[config.mk]
export PLATFORM = sky130hd
export DESIGN_NAME = sequenciador_rpn_flat
export DESIGN_NICKNAME = d
export VERILOG_FILES = /design/src/rtl/pacote_rpn.sv /design/src/rtl/sequenciador_rpn_if.sv /design/src/rtl/pilha_rpn.sv /design/src/rtl/sequenciador_rpn.sv /design/src/flat_wrapper.sv
export SDC_FILE = /design/constraint.sdc
export NUM_CORES = 1
export LEC_CHECK = 0
export BUFFER_PORTS_ARGS = -buffer_cell sky130_fd_sc_hd__buf_2
export CAP_MARGIN = 20
export CORE_ASPECT_RATIO = 1.2
export CORE_MARGIN = 3
export CORE_UTILIZATION = 42
export DETAILED_ROUTE_END_ITERATION = 10
export MAX_ROUTING_LAYER = met4
export PLACE_DENSITY = 0.75
export REMOVE_ABC_BUFFERS = 1
export SKIP_CTS_REPAIR_TIMING = 1
export SYNTH_ARGS = -nofsm -noshare
export SYNTH_HDL_FRONTEND = slang
export SYNTH_SLANG_ARGS = --single-unit
[constraint.sdc]
create_clock -name CLOCK -period 4.7 [get_ports CLOCK]
set_input_delay 0.94 -clock CLOCK [delete_from_list [all_inputs] [get_ports CLOCK]]
set_output_delay 0.94 -clock CLOCK [all_outputs]
set_load 0.01 [all_outputs]
[src/rtl/pacote_rpn.sv]
// Shared definitions for the RPN command sequencer: command codes, FSM states
// and default sizes.
package pacote_rpn;

    localparam int LARG_PADRAO   = 8;
    localparam int PROF_PADRAO   = 4;
    localparam int ESPERA_PADRAO = 300;

    // OPCODE bit that selects the multi-cycle (START/Pronto) unit
    localparam int OPC_MULTI = 2;

    localparam logic [2:0] CMD_PUSH  = 3'b000;
    localparam logic [2:0] CMD_DROP  = 3'b001;
    localparam logic [2:0] CMD_DUP   = 3'b010;
    localparam logic [2:0] CMD_SWAP  = 3'b011;
    localparam logic [2:0] CMD_EXEC  = 3'b100;
    localparam logic [2:0] CMD_CLEAR = 3'b101;

    typedef enum logic [2:0] {
        OCIOSO  = 3'd0,
        EMITE   = 3'd1,
        GUARDA  = 3'd2,
        ESPERA  = 3'd3,
        ESCREVE = 3'd4
    } estado_t;

endpackage

[src/rtl/sequenciador_rpn_if.sv]
// Command channel of the RPN sequencer.
// Handshake: a command transfers on the rising edge where CMD_VALID and
// CMD_READY are both 1; the master holds CMD/OPCODE/DADO_IN stable while
// CMD_VALID is high and waits for CMD_READY.
interface sequenciador_rpn_if #(
    parameter int LARG = pacote_rpn::LARG_PADRAO
) ();
    logic            CMD_VALID;
    logic            CMD_READY;
    logic [2:0]      CMD;
    logic [2:0]      OPCODE;
    logic [LARG-1:0] DADO_IN;

    modport master (output CMD_VALID, output CMD, output OPCODE, output DADO_IN,
                    input  CMD_READY);
    modport slave  (input  CMD_VALID, input  CMD, input  OPCODE, input  DADO_IN,
                    output CMD_READY);
endinterface

[src/rtl/pilha_rpn.sv]
// Register operand stack; entry 0 is always the top, so every operation is a
// fixed shift and no entry is addressed through the level counter.
module pilha_rpn
    import pacote_rpn::*;
#(
    parameter int LARG = LARG_PADRAO,
    parameter int PROF = PROF_PADRAO
) (
    input  logic                       clk,
    input  logic                       rst_n,
    input  logic                       push,
    input  logic                       pop,
    input  logic                       pop2push,
    input  logic                       dup,
    input  logic                       swap,
    input  logic                       clear,
    input  logic [LARG-1:0]            din,
    input  logic [LARG-1:0]            res,
    output logic [$clog2(PROF+1)-1:0]  nivel,
    output logic [LARG-1:0]            topo,
    output logic [LARG-1:0]            nos
);
    localparam int NW = $clog2(PROF + 1);

    logic [LARG-1:0] mem   [PROF];
    logic [LARG-1:0] mem_n [PROF];
    logic [NW-1:0]   nivel_n;

    always_comb begin
        mem_n   = mem;
        nivel_n = nivel;
        if (clear) begin
            for (int i = 0; i < PROF; i++) mem_n[i] = '0;
            nivel_n = '0;
        end else if (push || dup) begin
            for (int i = PROF - 1; i > 0; i--) mem_n[i] = mem[i-1];
            mem_n[0] = push ? din : mem[0];
            nivel_n  = nivel + 1'b1;
        end else if (pop) begin
            for (int i = 1; i < PROF; i++) mem_n[i-1] = mem[i];
            mem_n[PROF-1] = '0;
            nivel_n       = nivel - 1'b1;
        end else if (pop2push) begin
            // TOS and NOS are consumed, the result becomes the new TOS
            for (int i = 0; i < PROF; i++) mem_n[i] = '0;
            for (int i = 2; i < PROF; i++) mem_n[i-1] = mem[i];
            mem_n[0] = res;
            nivel_n  = nivel - 1'b1;
        end else if (swap) begin
            mem_n[0] = mem[1];
            mem_n[1] = mem[0];
        end
    end

    always_ff @(posedge clk or negedge rst_n) begin
        if (!rst_n) begin
            for (int i = 0; i < PROF; i++) mem[i] <= '0;
            nivel <= '0;
        end else begin
            mem   <= mem_n;
            nivel <= nivel_n;
        end
    end

    assign topo = (nivel == '0) ? '0 : mem[0];
    assign nos  = mem[1];

endmodule

[src/rtl/sequenciador_rpn.sv]
// RPN command sequencer: decodes stack commands and sequences binary operations
// on the shared arithmetic unit, with a guard cycle and watchdog for multi-cycle ops.
module sequenciador_rpn
    import pacote_rpn::*;
#(
    parameter int LARG       = LARG_PADRAO,
    parameter int PROF       = PROF_PADRAO,
    parameter int MAX_ESPERA = ESPERA_PADRAO
) (
    input  logic                       CLOCK,
    input  logic                       RESET,
    sequenciador_rpn_if.slave          cmd_if,
    output logic [LARG-1:0]            ULA_A,
    output logic [LARG-1:0]            ULA_B,
    output logic [2:0]                 ULA_OP,
    output logic                       ULA_START,
    input  logic                       ULA_PRONTO,
    input  logic [LARG-1:0]            ULA_RES,
    input  logic                       ULA_OV,
    output logic [LARG-1:0]            TOPO,
    output logic [$clog2(PROF+1)-1:0]  NIVEL,
    output logic                       FLAG_OV,
    output logic                       ERRO_VAZIO,
    output logic                       ERRO_CHEIO,
    output logic                       ERRO_TEMPO,
    output estado_t                    estado_dbg
);
    localparam int NW = $clog2(PROF + 1);
    localparam int WW = $clog2(MAX_ESPERA + 1);

    estado_t       estado, prox_estado;
    logic [WW-1:0] wd;
    logic          wd_fim;
    logic          vazia, cheia, dois;
    logic          cmd_pronto;
    logic          empilha, desempilha, duplica, troca, limpa, escreve;
    logic          trava_op, set_vazio, set_cheio, set_tempo;

    assign vazia  = (NIVEL == '0);
    assign cheia  = (NIVEL == NW'(PROF));
    assign dois   = (NIVEL >= NW'(2));
    assign wd_fim = (wd == WW'(MAX_ESPERA - 1));

    always_ff @(posedge CLOCK or negedge RESET) begin
        if (!RESET) estado <= OCIOSO;
        else        estado <= prox_estado;
    end

    always_comb begin
        prox_estado = estado;
        case (estado)
            OCIOSO:  if (cmd_if.CMD_VALID && cmd_if.CMD == CMD_EXEC && dois)
                         prox_estado = EMITE;
            EMITE:   prox_estado = ULA_OP[OPC_MULTI] ? GUARDA : ESCREVE;
            // Pronto is not trusted until the unit has seen START for a cycle
            GUARDA:  prox_estado = ESPERA;
            ESPERA:  if (ULA_PRONTO)  prox_estado = ESCREVE;
                     else if (wd_fim) prox_estado = OCIOSO;
            ESCREVE: prox_estado = OCIOSO;
            default: prox_estado = OCIOSO;
        endcase
    end

    always_comb begin
        cmd_pronto = 1'b0;
        empilha    = 1'b0;
        desempilha = 1'b0;
        duplica    = 1'b0;
        troca      = 1'b0;
        limpa      = 1'b0;
        escreve    = 1'b0;
        trava_op   = 1'b0;
        set_vazio  = 1'b0;
        set_cheio  = 1'b0;
        set_tempo  = 1'b0;
        ULA_START  = 1'b0;
        case (estado)
            OCIOSO: begin
                cmd_pronto = 1'b1;
                if (cmd_if.CMD_VALID) begin
                    case (cmd_if.CMD)
                        CMD_PUSH:  if (cheia) set_cheio = 1'b1; else empilha = 1'b1;
                        CMD_DROP:  if (vazia) set_vazio = 1'b1; else desempilha = 1'b1;
                        CMD_DUP: begin
                            if (vazia)      set_vazio = 1'b1;
                            else if (cheia) set_cheio = 1'b1;
                            else            duplica   = 1'b1;
                        end
                        CMD_SWAP:  if (!dois) set_vazio = 1'b1; else troca    = 1'b1;
                        CMD_EXEC:  if (!dois) set_vazio = 1'b1; else trava_op = 1'b1;
                        CMD_CLEAR: limpa = 1'b1;
                        default: ;
                    endcase
                end
            end
            EMITE:   ULA_START = ULA_OP[OPC_MULTI];
            ESPERA:  set_tempo = !ULA_PRONTO && wd_fim;
            ESCREVE: escreve   = 1'b1;
            default: ;
        endcase
    end

    assign cmd_if.CMD_READY = cmd_pronto;
    assign estado_dbg       = estado;

    // Counts ESPERA cycles; restarts whenever the FSM is elsewhere
    always_ff @(posedge CLOCK or negedge RESET) begin
        if (!RESET)                wd <= '0;
        else if (estado != ESPERA) wd <= '0;
        else                       wd <= wd + 1'b1;
    end

    always_ff @(posedge CLOCK or negedge RESET) begin
        if (!RESET)        ULA_OP <= 3'b000;
        else if (trava_op) ULA_OP <= cmd_if.OPCODE;
    end

    always_ff @(posedge CLOCK or negedge RESET) begin
        if (!RESET) begin
            FLAG_OV    <= 1'b0;
            ERRO_VAZIO <= 1'b0;
            ERRO_CHEIO <= 1'b0;
            ERRO_TEMPO <= 1'b0;
        end else if (limpa) begin
            FLAG_OV    <= 1'b0;
            ERRO_VAZIO <= 1'b0;
            ERRO_CHEIO <= 1'b0;
            ERRO_TEMPO <= 1'b0;
        end else begin
            if (escreve) FLAG_OV <= ULA_OV;
            ERRO_VAZIO <= ERRO_VAZIO | set_vazio;
            ERRO_CHEIO <= ERRO_CHEIO | set_cheio;
            ERRO_TEMPO <= ERRO_TEMPO | set_tempo;
        end
    end

    pilha_rpn #(
        .LARG (LARG),
        .PROF (PROF)
    ) u_pilha (
        .clk      (CLOCK),
        .rst_n    (RESET),
        .push     (empilha),
        .pop      (desempilha),
        .pop2push (escreve),
        .dup      (duplica),
        .swap     (troca),
        .clear    (limpa),
        .din      (cmd_if.DADO_IN),
        .res      (ULA_RES),
        .nivel    (NIVEL),
        .topo     (TOPO),
        .nos      (ULA_A)
    );

    // Stack is frozen while busy, so both operands hold from EMITE to ESCREVE
    assign ULA_B = TOPO;

endmodule

[src/flat_wrapper.sv]
// flat-port wrapper written by rule: the top's interface ports become plain ports
module sequenciador_rpn_flat import pacote_rpn::*;
#(
    parameter int LARG       = LARG_PADRAO,
    parameter int PROF       = PROF_PADRAO,
    parameter int MAX_ESPERA = ESPERA_PADRAO
)
  (CLOCK, RESET, ULA_A, ULA_B, ULA_OP, ULA_START, ULA_PRONTO, ULA_RES, ULA_OV, TOPO, NIVEL, FLAG_OV, ERRO_VAZIO, ERRO_CHEIO, ERRO_TEMPO, estado_dbg, cmd_if_CMD_VALID, cmd_if_CMD, cmd_if_OPCODE, cmd_if_DADO_IN, cmd_if_CMD_READY);
  sequenciador_rpn_if #(.LARG(LARG)) cmd_if_i ();
  input  logic CLOCK;
  input  logic RESET;
  output logic [LARG-1:0] ULA_A;
  output logic [LARG-1:0] ULA_B;
  output logic [2:0] ULA_OP;
  output logic ULA_START;
  input  logic ULA_PRONTO;
  input  logic [LARG-1:0] ULA_RES;
  input  logic ULA_OV;
  output logic [LARG-1:0] TOPO;
  output logic [$clog2(PROF+1)-1:0] NIVEL;
  output logic FLAG_OV;
  output logic ERRO_VAZIO;
  output logic ERRO_CHEIO;
  output logic ERRO_TEMPO;
  output estado_t estado_dbg;
  input wire logic [$bits(cmd_if_i.CMD_VALID)-1:0] cmd_if_CMD_VALID;
  input wire logic [$bits(cmd_if_i.CMD)-1:0] cmd_if_CMD;
  input wire logic [$bits(cmd_if_i.OPCODE)-1:0] cmd_if_OPCODE;
  input wire logic [$bits(cmd_if_i.DADO_IN)-1:0] cmd_if_DADO_IN;
  output wire logic [$bits(cmd_if_i.CMD_READY)-1:0] cmd_if_CMD_READY;
  assign cmd_if_i.CMD_VALID = cmd_if_CMD_VALID;
  assign cmd_if_i.CMD = cmd_if_CMD;
  assign cmd_if_i.OPCODE = cmd_if_OPCODE;
  assign cmd_if_i.DADO_IN = cmd_if_DADO_IN;
  assign cmd_if_CMD_READY = cmd_if_i.CMD_READY;
  sequenciador_rpn #(.LARG(LARG), .PROF(PROF), .MAX_ESPERA(MAX_ESPERA)) u_core (.CLOCK(CLOCK), .RESET(RESET), .cmd_if(cmd_if_i), .ULA_A(ULA_A), .ULA_B(ULA_B), .ULA_OP(ULA_OP), .ULA_START(ULA_START), .ULA_PRONTO(ULA_PRONTO), .ULA_RES(ULA_RES), .ULA_OV(ULA_OV), .TOPO(TOPO), .NIVEL(NIVEL), .FLAG_OV(FLAG_OV), .ERRO_VAZIO(ERRO_VAZIO), .ERRO_CHEIO(ERRO_CHEIO), .ERRO_TEMPO(ERRO_TEMPO), .estado_dbg(estado_dbg));
endmodule
Yosys cells after proc, flatten, opt, wreduce, memory -nomap -nowiden
Index checks and enable logic that the tools add are counted.
W data, S select, Z words.
{"block": "word_totals", "in_bits": 27, "register_bits": 54, "word_cells": 108, "output_inout_bits": 39}
{"block": "op_classes", "mux": 59, "n_addsub": 3, "order_cmp": 1, "bitwise": 3, "eq_ne": 15, "n_reduce_logical": 15}
{"operator": "$mux W32", "count": 3}
{"operator": "$mux W16", "count": 3}
{"operator": "$mux W1", "count": 39}
{"operator": "$mux W3", "count": 8}
{"operator": "$mux W8", "count": 2}
{"operator": "$eq A3 B2 Y1 const B", "count": 4}
{"operator": "$eq A3 B3 Y1 const B", "count": 4}
{"operator": "$pmux W3 S4", "count": 1}
{"operator": "$add A9 B1 Y9 const B", "count": 1}
{"operator": "$eq A9 B9 Y1 const B", "count": 1}
{"operator": "$logic_not A3 Y1", "count": 3}
{"operator": "$mux W9", "count": 1}
{"operator": "$ne A3 B2 Y1 const B", "count": 3}
{"operator": "$eq A3 B1 Y1 const B", "count": 2}
{"operator": "$reduce_bool A5 Y1", "count": 1}
{"operator": "$pmux W1 S2", "count": 2}
{"operator": "$reduce_and A2 Y1", "count": 2}
{"operator": "$reduce_bool A4 Y1", "count": 1}
{"operator": "$reduce_or A2 Y1", "count": 2}
{"operator": "$add A3 B1 Y3 const B", "count": 1}
{"operator": "$ge A3 B2 Y1 const B", "count": 1}
{"operator": "$logic_and A1 B1 Y1", "count": 3}
{"operator": "$or A1 B1 Y1", "count": 3}
{"operator": "$sub A3 B1 Y3 const B", "count": 1}
{"operator": "4 further kinds", "count": 4}

Logic depth before layout (Yosys ltp)
{"block": "depth", "word_depth": 10, "ltp_mapped": 10}

Hierarchy
Synthesis repeated with hierarchy kept, for this count alone.
{"block": "hier_totals", "cells_unflattened": 285, "hier_area_um2": 2901.5}
{"mod": "pilha_rpn", "instances": 1, "seq_area_each_um2": 875.8, "cells_each": 175, "area_per_inst_um2": 1831.8}
{"mod": "sequenciador_rpn", "instances": 1, "seq_area_each_um2": 475.5, "cells_each": 110, "area_per_inst_um2": 1069.8}

Worst setup path after synthesis
No wires, ideal clock.
{"block": "synth_timing", "path_kind": "input -> register", "start": "in cmd_if_CMD_VALID", "end": "reg u_core.u_pilha.nivel[2]", "t_required_ns": 4.574, "arrival_time_ns": 2.932, "setup_ns": 0.126, "slack_ns": 1.642, "n_path_buf": 2, "stages": 9, "cell_sequence": "or4b_1 -> buf_2 -> a2111oi_4 -> buf_4 -> xnor2_1 -> ha_1 -> nor4_1 -> o21ai_0 -> nor3b_2"}
{"block": "synth_between", "elab_chain_cells": 5, "word_cells_on_any_way": 13, "classes_between": "mux: 11; reduce/logical: 2"}
{"item": "start: declaration", "line_no": "flat_wrapper.sv:26", "source": "input wire logic [$bits(cmd_if_i.CMD_VALID)-1:0] cmd_if_CMD_VALID;"}
{"item": "$mux W1", "line_no": "sequenciador_rpn.sv:80", "source": "if (cmd_if.CMD_VALID) begin"}
{"item": "$mux W1", "line_no": "sequenciador_rpn.sv:77", "source": "case (estado)"}
{"item": "$mux W3 or $logic_or A1 B1 Y1 (tied branches)", "line_no": "pilha_rpn.sv:39, pilha_rpn.sv:35"}
{"item": "$mux W3", "line_no": "pilha_rpn.sv:35", "source": "end else if (push || dup) begin"}
{"item": "$mux W3", "line_no": "pilha_rpn.sv:32", "source": "if (clear) begin"}
{"item": "end signal: assignment", "line_no": "pilha_rpn.sv:61", "source": "nivel <= nivel_n;"}
{"item": "end: declaration", "line_no": "pilha_rpn.sv:19", "source": "output logic [$clog2(PROF+1)-1:0] nivel,"}
Parallel ways exist; a longest one is shown, timed or not.
A chain may end at the register's enable or synchronous reset.

Final worst setup path
Ends and elaborated chain as after synthesis.

==> impl_metrics.toml <==
[layout]
ff_latch_area_um2 = 1350
post_layout_nonfiller_instances = 440
fillers = 613
n_antenna_cell = 0
syn2layout_area_growth_pct = 12.2
num-nets-final = 383
multi_input_area_um2 = 1350
final_core_util_pct = 49.6
drive_above_1_share_pct = 24.2

[synthesis]
synth_top_family_by_area = "simple AND/OR/NAND/NOR gates"
synth_top_cell_area_share_pct = 46.2
ys_ff_latch = 54
synthSimpleGateAreaFrac_pct = 19.1
synth_largest_area_cell = "dfrtp_1"
synth-adder-area-share_pct = 1.20
synth.most_common_cell = "dfrtp_1"
synth_cell_type_count = 42
syn_avg_cell_area_um2 = 9.37
synth_commonest_cells = "dfrtp_1, nor2_1, a21oi_1, nand2_1, mux2i_1"
synthMuxAreaShare_pct = 7.66
synth_enable_flop_cells = 0
netlist_area_um2 = 2920
synth_compound_gate_area_share_pct = 15.7
synthXorXnorAreaFrac_pct = 2.40
synthTopCellsByArea = "dfrtp_1, mux2i_1, nor2_1"
ys_async_sr_fraction_pct = 100
yosysWarnings = 0
synth_ff_type = "dfrtp_1"
ys_seq_area_share_pct = 46.2
synth_cells = 312

[sta]
rsz0062_at_grt = "no"
slew_viol_final = 0
hold_slack_ps = 486
min_period_over_period_pct = 65.0
setup_ws_ps = 1640
hold_viol = 0
setup_viol = 0
skew_ps = 6.60
final.setup.tns_ps = 0
fin_crit_ps = 3060
tightest_slew_ps = 1020
max_freq_mhz = 327
slew_headroom_pct = 31.4

[global_routing]
grt_max_degree = 39
grt_pass1_vias = 2385
grt-ovfl-total = 0
grt_usage_pct = 19.2
grt_pass1_wl_mm = 11.8
antenna_found_initial = 0

[detailed_routing]
wl_per_cell_um = 15.9
top_signal_layer_used = "met4"
dr.pass1.iters = 5
viasPerCell = 5.60
drcViolationCount = 0
drt_iter0_markers = 167
m1WireLength_mm = 2.93
num_vias = 2465
routed_wl_mm = 6.99
ant_nets = 0
wl_met2_mm = 3.54
routed-wl-met3_um = 372

[clocking]
path_clk_slew_ps = 90
cts_sinks = 54
cts_inserted_buffers = 5
tritoncts = "built"
cts.path.max_buffers = 2
htreeDepth = 2
clock_latency_ps = 310
root_buffer = "clkbuf_8"

[hold_path]
min_path_type = "register to register"

[floorplanning]
pin_count = 66
core_region_area_um2 = 6610
start_util_pct = 44.3
core.rowCount = 32
die_w_um = 82.2
die_y_um = 97.4
dieArea_um2 = 8000

[placed_design]
post-place-cells = 432
place_ws_ps = 1360
gp_congestion = 0.892
io_buffers = 65
post-dp-hpwl_mm = 4.92

[pwr]
netSwitchingFraction_pct = 42.1
leakage_nw = 1.59
cellPowerDensity_nw_per_um2 = 604
internal-power_mw = 1.15
max-vdd-ir-drop_mv = 0.304
p_comb_share_pct = 44.7
p_sw_uw = 835
power_frac_seq_pct = 41.8
clkPwrFrac_pct = 13.5

[critical_path]
crit_fanout = 28
crit_arrival_ps = 3250
start_kind = "primary input"
r2r_setup_slack_ps = 1720
critical_path_class = "primary input to register"
crit_required_ps = 4890
critPathCaptureType = "register"

[flow_run]
maxCapViolCount = 0

[run_status]
outcome = "finished clean"
flip-flops by register name (all words and copies together) (netlist names):
signal	flops
u_core.ERRO_CHEIO	1
u_core.estado_dbg	3
u_core.ERRO_TEMPO	1
u_core.u_pilha.nos	8
u_core.ERRO_VAZIO	1
u_core.u_pilha.mem	24
u_core.wd	9
u_core.FLAG_OV	1
u_core.u_pilha.nivel	3
u_core.ULA_OP	3
power by group through the flow:
stage          combinational [mW]  sequential, mW  clock, mW
2_1_floorplan               0.549           0.822          0
3_3_place_gp                0.869           0.825          0
3_5_place_dp                0.889           0.832          0
4_1_cts                     0.893           0.824      0.273
5_1_grt                     0.998           0.861      0.287
6_report                    0.885           0.829      0.268
cell type report:
class	count	share of cell area, %
Clock buffer	7	2.63
Clock inverter	1	0.153
Inverter	6	0.687
Multi-Input combinational cell	218	41.2
Sequential cell	54	41.2
Tap cell	85	3.24
Timing Repair Buffer	69	10.8
worst max-delay path: stages:
cell	delay, ps
buf_2	90
or4b_1	600
a2111oi_4	240
buf_4	350
xnor2_1	110
ha_1	200
nor4_1	370
o21ai_0	160
nor3b_2	180
placed cells by master, fill, tap and decap left out, drive strengths merged, types with 2 or more instances in the layout:
master / instances
a21oi: 22
a22o: 8
a31oi: 13
and2: 9
and3: 4
buf: 69
clkbuf: 7
dfrtp: 54
ha: 2
inv: 6
mux2: 3
mux2i: 19
nand2: 22
nand2b: 2
nand3: 14
nor2: 37
nor2b: 3
nor3: 7
nor3b: 2
nor4: 3
o21ai: 21
or3: 4
xnor2: 4
xor2: 4
kinds of logic after synthesis:
logic type               after synthesis
AO/OA/AOI/OAI                         72
XOR/XNOR                               8
adder cells (fa/ha/maj)                3
buffers and inverters                 40
flip-flops                            54
multiplexers                          22
AND/OR/NAND/NOR                      113
metrics by stage:
stage | area [µm²] | total power, mW
floorplan | 2720 | 1.37
global placement | 3190 | 1.69
detailed placement | 3190 | 1.72
CTS | 3280 | 1.99
global route | 3280 | 2.15
finish | 3280 | 1.98
worst paths after layout:
| check | to | from | depth (start not counted) |
|---|---|---|---|
| worst min-delay path | u_core.wd[0] | u_core.wd[0] | 1 |
| max in group asynchronous | u_core.u_pilha.nivel[1] | RESET | 2 |
| worst min register to register | u_core.wd[0] | u_core.wd[0] | 1 |
| worst max register to register | u_core.u_pilha.nivel[2] | u_core.estado_dbg[1] | 8 |
| min in group asynchronous | u_core.ULA_OP[2] | RESET | 1 |
| worst max-delay path | u_core.u_pilha.nivel[2] | cmd_if_CMD_VALID | 9 |
per-layer routing:
metal,up-vias,GRT usage (%)
met3,15,2.78
met2,93,29.9
met5,-,-
li1,1165,-
met4,0,7.03
met1,1192,25.3
Power figures use the tool's default switching activity.
